--- config.mk ---
export PLATFORM = sky130hd
export DESIGN_NAME = nbit_countdown_timer
export DESIGN_NICKNAME = d
export VERILOG_FILES = /design/src/rtl/nbit_countdown_timer.sv
export SDC_FILE = /design/constraint.sdc
export NUM_CORES = 1
export LEC_CHECK = 0
export CAP_MARGIN = 20
export CORE_MARGIN = 4
export CORE_UTILIZATION = 33
export CTS_CLUSTER_DIAMETER = 120
export CTS_CLUSTER_SIZE = 10
export DETAILED_ROUTE_END_ITERATION = 10
export GPL_ROUTABILITY_DRIVEN = 0
export SYNTH_ARGS = -nofsm -noshare
export SYNTH_HDL_FRONTEND = slang
export SYNTH_SLANG_ARGS = --single-unit
--- constraint.sdc ---
create_clock -name clk -period 3.8 [get_ports clk]
set_clock_uncertainty 0.05 [all_clocks]
set_input_delay 0.38 -clock clk [delete_from_list [all_inputs] [get_ports clk]]
set_output_delay 0.38 -clock clk [all_outputs]
set_load 0.005 [all_outputs]
--- src/rtl/nbit_countdown_timer.sv ---
// Loadable N-bit down-counter with start/pause/abort, clock prescaler,
// one-cycle done pulse, sticky expired flag and optional auto-reload.
module nbit_countdown_timer #(
  parameter int N           = 10,
  parameter int PRESCALE    = 1,
  parameter bit AUTO_RELOAD = 1'b0
) (
  input  logic         clk,
  input  logic         reset,
  input  logic         abort,
  input  logic         load,
  input  logic [N-1:0] load_value,
  input  logic         start,
  input  logic         pause,
  output logic [N-1:0] count,
  output logic         busy,
  output logic         done,
  output logic         expired
);

  localparam int              PW            = (PRESCALE > 1) ? $clog2(PRESCALE) : 1;
  localparam logic [PW-1:0]   PRESCALE_LAST = PW'(PRESCALE - 1);
  localparam logic [N-1:0]    ONE           = N'(1);

  typedef enum logic [1:0] {
    IDLE   = 2'd0,
    RUN    = 2'd1,
    PAUSED = 2'd2,
    DONE   = 2'd3
  } state_t;

  state_t        state, state_next;
  logic [N-1:0]  reload_reg, reload_next;
  logic [N-1:0]  count_next;
  logic [PW-1:0] prescaler, prescaler_next;
  logic          done_next;
  logic          expired_next;
  logic          busy_next;
  logic          tick;
  logic [N-1:0]  start_value;

  // A load in the same cycle as start supplies the starting value directly.
  assign start_value = load ? load_value : count;
  assign tick        = (prescaler == PRESCALE_LAST);
  assign busy_next   = (state_next == RUN) || (state_next == PAUSED);

  always_ff @(posedge clk) begin
    if (reset) begin
      state      <= IDLE;
      count      <= '0;
      reload_reg <= '0;
      prescaler  <= '0;
      busy       <= 1'b0;
      done       <= 1'b0;
      expired    <= 1'b0;
    end else begin
      state      <= state_next;
      count      <= count_next;
      reload_reg <= reload_next;
      prescaler  <= prescaler_next;
      busy       <= busy_next;
      done       <= done_next;
      expired    <= expired_next;
    end
  end

  always_comb begin
    state_next     = state;
    count_next     = count;
    reload_next    = reload_reg;
    prescaler_next = prescaler;
    done_next      = 1'b0;
    expired_next   = expired;

    if (abort) begin
      state_next     = IDLE;
      count_next     = '0;
      prescaler_next = '0;
      expired_next   = 1'b0;
    end else begin
      case (state)
        IDLE, DONE: begin
          if (load) begin
            count_next   = load_value;
            reload_next  = load_value;
            expired_next = 1'b0;
            state_next   = IDLE;
          end
          if (start) begin
            if (start_value != '0) begin
              state_next     = RUN;
              prescaler_next = '0;
            end else begin
              state_next   = DONE;
              done_next    = 1'b1;
              expired_next = 1'b1;
            end
          end
        end

        RUN: begin
          // Pause freezes the prescaler and swallows the tick of this cycle.
          if (pause) begin
            state_next = PAUSED;
          end else if (tick) begin
            prescaler_next = '0;
            if (count <= ONE) begin
              done_next    = 1'b1;
              expired_next = 1'b1;
              if (AUTO_RELOAD && (reload_reg != '0)) begin
                count_next = reload_reg;
              end else begin
                count_next = '0;
                state_next = DONE;
              end
            end else begin
              count_next = count - ONE;
            end
          end else begin
            prescaler_next = prescaler + 1'b1;
          end
        end

        PAUSED: begin
          if (start) state_next = RUN;
        end

        default: state_next = IDLE;
      endcase
    end
  end

endmodule

==> results_dict.tcl <==
set metrics [dict create \
    cts_sinks 15 \
    highest_layer "met4" \
    crit_path_max_fanout 12 \
    fmax_mhz 397 \
    multiInputGateArea_sq_um 826 \
    drc 0 \
    ioPinCount 29 \
    hold_class "flop to flop" \
    cap_violations 0 \
    syn_area_sq_um 1200 \
    final_cell_mix "clkdlybuf4s50_1 (28), nor2_1 (20), dfxtp_1 (15), a21oi_1 (13)" \
    p_leak_nw 0.571 \
    ys.flop_type "dfxtp_1" \
    path_class "input pin to flop" \
    cts_setup_buffers 0 \
    holdWs_ps 443 \
    required_ps 3900 \
    synthDistinctLibCells 44 \
    dp.cells 224 \
    first_global_vias 1208 \
    fp.coreArea_sq_um 3440 \
    syn-num-nets 174 \
    ctsResizeCount 0 \
    tightest_slew_ps 975 \
    antenna_found_initial 0 \
    antennaDiodeCount 0 \
    dp_slack_ps 1040 \
    end_kind "flop" \
    gr-total-overflow 0 \
    io_buffers 28 \
    area_delta_synth_final_pct 29.3 \
    finalCritPeriodShare_pct 66.3 \
    slew_headroom_pct 34.4 \
    seq_area_frac_synth_pct 24.9 \
    finalHoldViolCount 0 \
    grt_max_degree 22 \
    min_period_ps 2520 \
    drv_slew 0 \
    num_rows 21 \
    avgViaCountPerCell 5.82 \
    drtIter0Drc 129 \
    totalWireLength_mm 3.69 \
    ys_ff_latch 15 \
    clkLatencyLatePin_ps 250 \
    synthCells 153 \
    route.met2.wl_mm 1.76 \
    timing.final.ws_setup_ps 1280 \
    cp.arrival_ps 2620 \
    drive_above_1_share_pct 7.14 \
    cts.path.max_buffers 2 \
    wl_met3_um 192 \
    regArea_sq_um 300 \
    power_uw 467 \
    syn_avg_cell_area_sq_um 7.88 \
    yosys_warnings 0 \
    die_area_sq_um 4680 \
    vias 1328 \
    grt_usage_pct 16.5 \
    drt-met1-wl_mm 1.66 \
    layout_commonest_cell "clkdlybuf4s50_1" \
    synth_edf_count 0 \
    crit_path_start_kind "input pin" \
    cts_root_buf "clkbuf_8" \
    run_status "finished clean" \
    cts-htree-levels 1 \
    fill_cells 361 \
    grt_first_pass_wirelength_mm 5.83 \
    clk_pin_slew_worst_paths_ps 70 \
    die_w_um 68.4 \
    first_pass_iters 5 \
    numCtsBuffers 3 \
    postRouteAntennaNets 0 \
    rsz0062_at_grt "false" \
    tns_ps 0 \
    layout.cells.non_filler 228 \
    fin_nets 204 \
    avgRoutedWirePerCell_um 16.2 \
    setup_viol 0 \
    power.density_nw_per_um2 300 \
    die_h_um 68.4 \
    dp_hpwl_mm 2.75 \
    tritoncts "yes" \
    async_reset_ff_share_pct 0 \
    cts_hold_buf 0 \
    start_util_pct 35.0 \
    vdd_drop_max_uv 117 \
]
==> cell type report <==
cell class / count / share of cell area (%)
tap: 46 / 3.69
timing repair buffer: 30 / 19.0
multi-input combinational: 124 / 53.0
sequential: 15 / 19.3
clock buffer: 4 / 2.89
inverter: 9 / 2.17
==> where the power goes <==
group          leakage [nW]  internal (mW)  total (mW)  switching [mW]
combinational         0.426         0.0711       0.153          0.0816
sequential            0.122          0.165       0.177          0.0123
clock                0.0228         0.0745       0.137          0.0623
total                 0.571          0.311       0.467           0.156
==> layer usage <==
layer / vias to the layer above / GRT usage (%)
met2: 55 / 27.5
met3: 7 / 1.81
met1: 624 / 21.0
li1: 642 / -
met5: - / 0
met4: 0 / 7.69
==> final timing paths <==
path	from	end	slack [ps]	depth (start not counted)
max	load	busy$_SDFF_PP0_	1280	7
min reg2reg	expired$_SDFFE_PP0P_	expired$_SDFFE_PP0P_	440	2
min	expired$_SDFFE_PP0P_	expired$_SDFFE_PP0P_	440	2
max reg2reg	state[1]$_SDFF_PP0_	busy$_SDFF_PP0_	1540	8
==> cell families after synthesis <==
kind of cell	count (synthesis)	synth area share, %
flip-flops	15	24.9
AND/OR/NAND/NOR	58	27.4
buffers and inverters	14	6.54
adder cells (fa/ha/maj)	5	5.19
AO/OA/AOI/OAI	51	27.5
multiplexers	10	8.41
==> registers in the layout, indices dropped and copies added, names as in the netlist <==
signal,cells
busy,1
count,10
done,1
expired,1
state,2
==> per-stage QoR <==
stage	util [%]	instance area, sq um
6_report	45.3	1560
5_1_grt	45.3	1560
4_1_cts	45.3	1560
3_5_place_dp	43.9	1510
3_3_place_gp	43.9	1510
2_1_floorplan	-	1200
==> worst max-delay path: stages <==
cell and delay, ps:
clkdlybuf4s50_1 560, buf_4 250, or4b_1 470, o22ai_1 200
o21ai_1 120, a32oi_1 270, mux2_2 370
==> cell usage after synthesis, types with 2 or more instances <==
cell type / n / area share (%)
nor4_1: 9 / 4.7
or3_4: 2 / 1.9
or4b_1: 2 / 1.7
a211oi_1: 3 / 1.9
a31oi_1: 5 / 2.6
o22ai_1: 4 / 2.1
a21oi_1: 13 / 5.4
dfxtp_1: 15 / 25
a21o_1: 2 / 1.2
o21ai_1: 4 / 1.7
clkbuf_8: 2 / 2.3
mux2i_1: 9 / 7.5
nand3_1: 3 / 1.2
inv_1: 8 / 2.5
o21ai_0: 9 / 3.7
a22oi_1: 3 / 1.9
ha_1: 5 / 5.2
and2_1: 2 / 1.0
o211ai_1: 2 / 1.2
or2_2: 2 / 1.0
nand2_1: 3 / 0.93
nor3_1: 5 / 2.1
nor2_1: 20 / 6.2
Note: power is estimated with default switching activity, not from simulation.
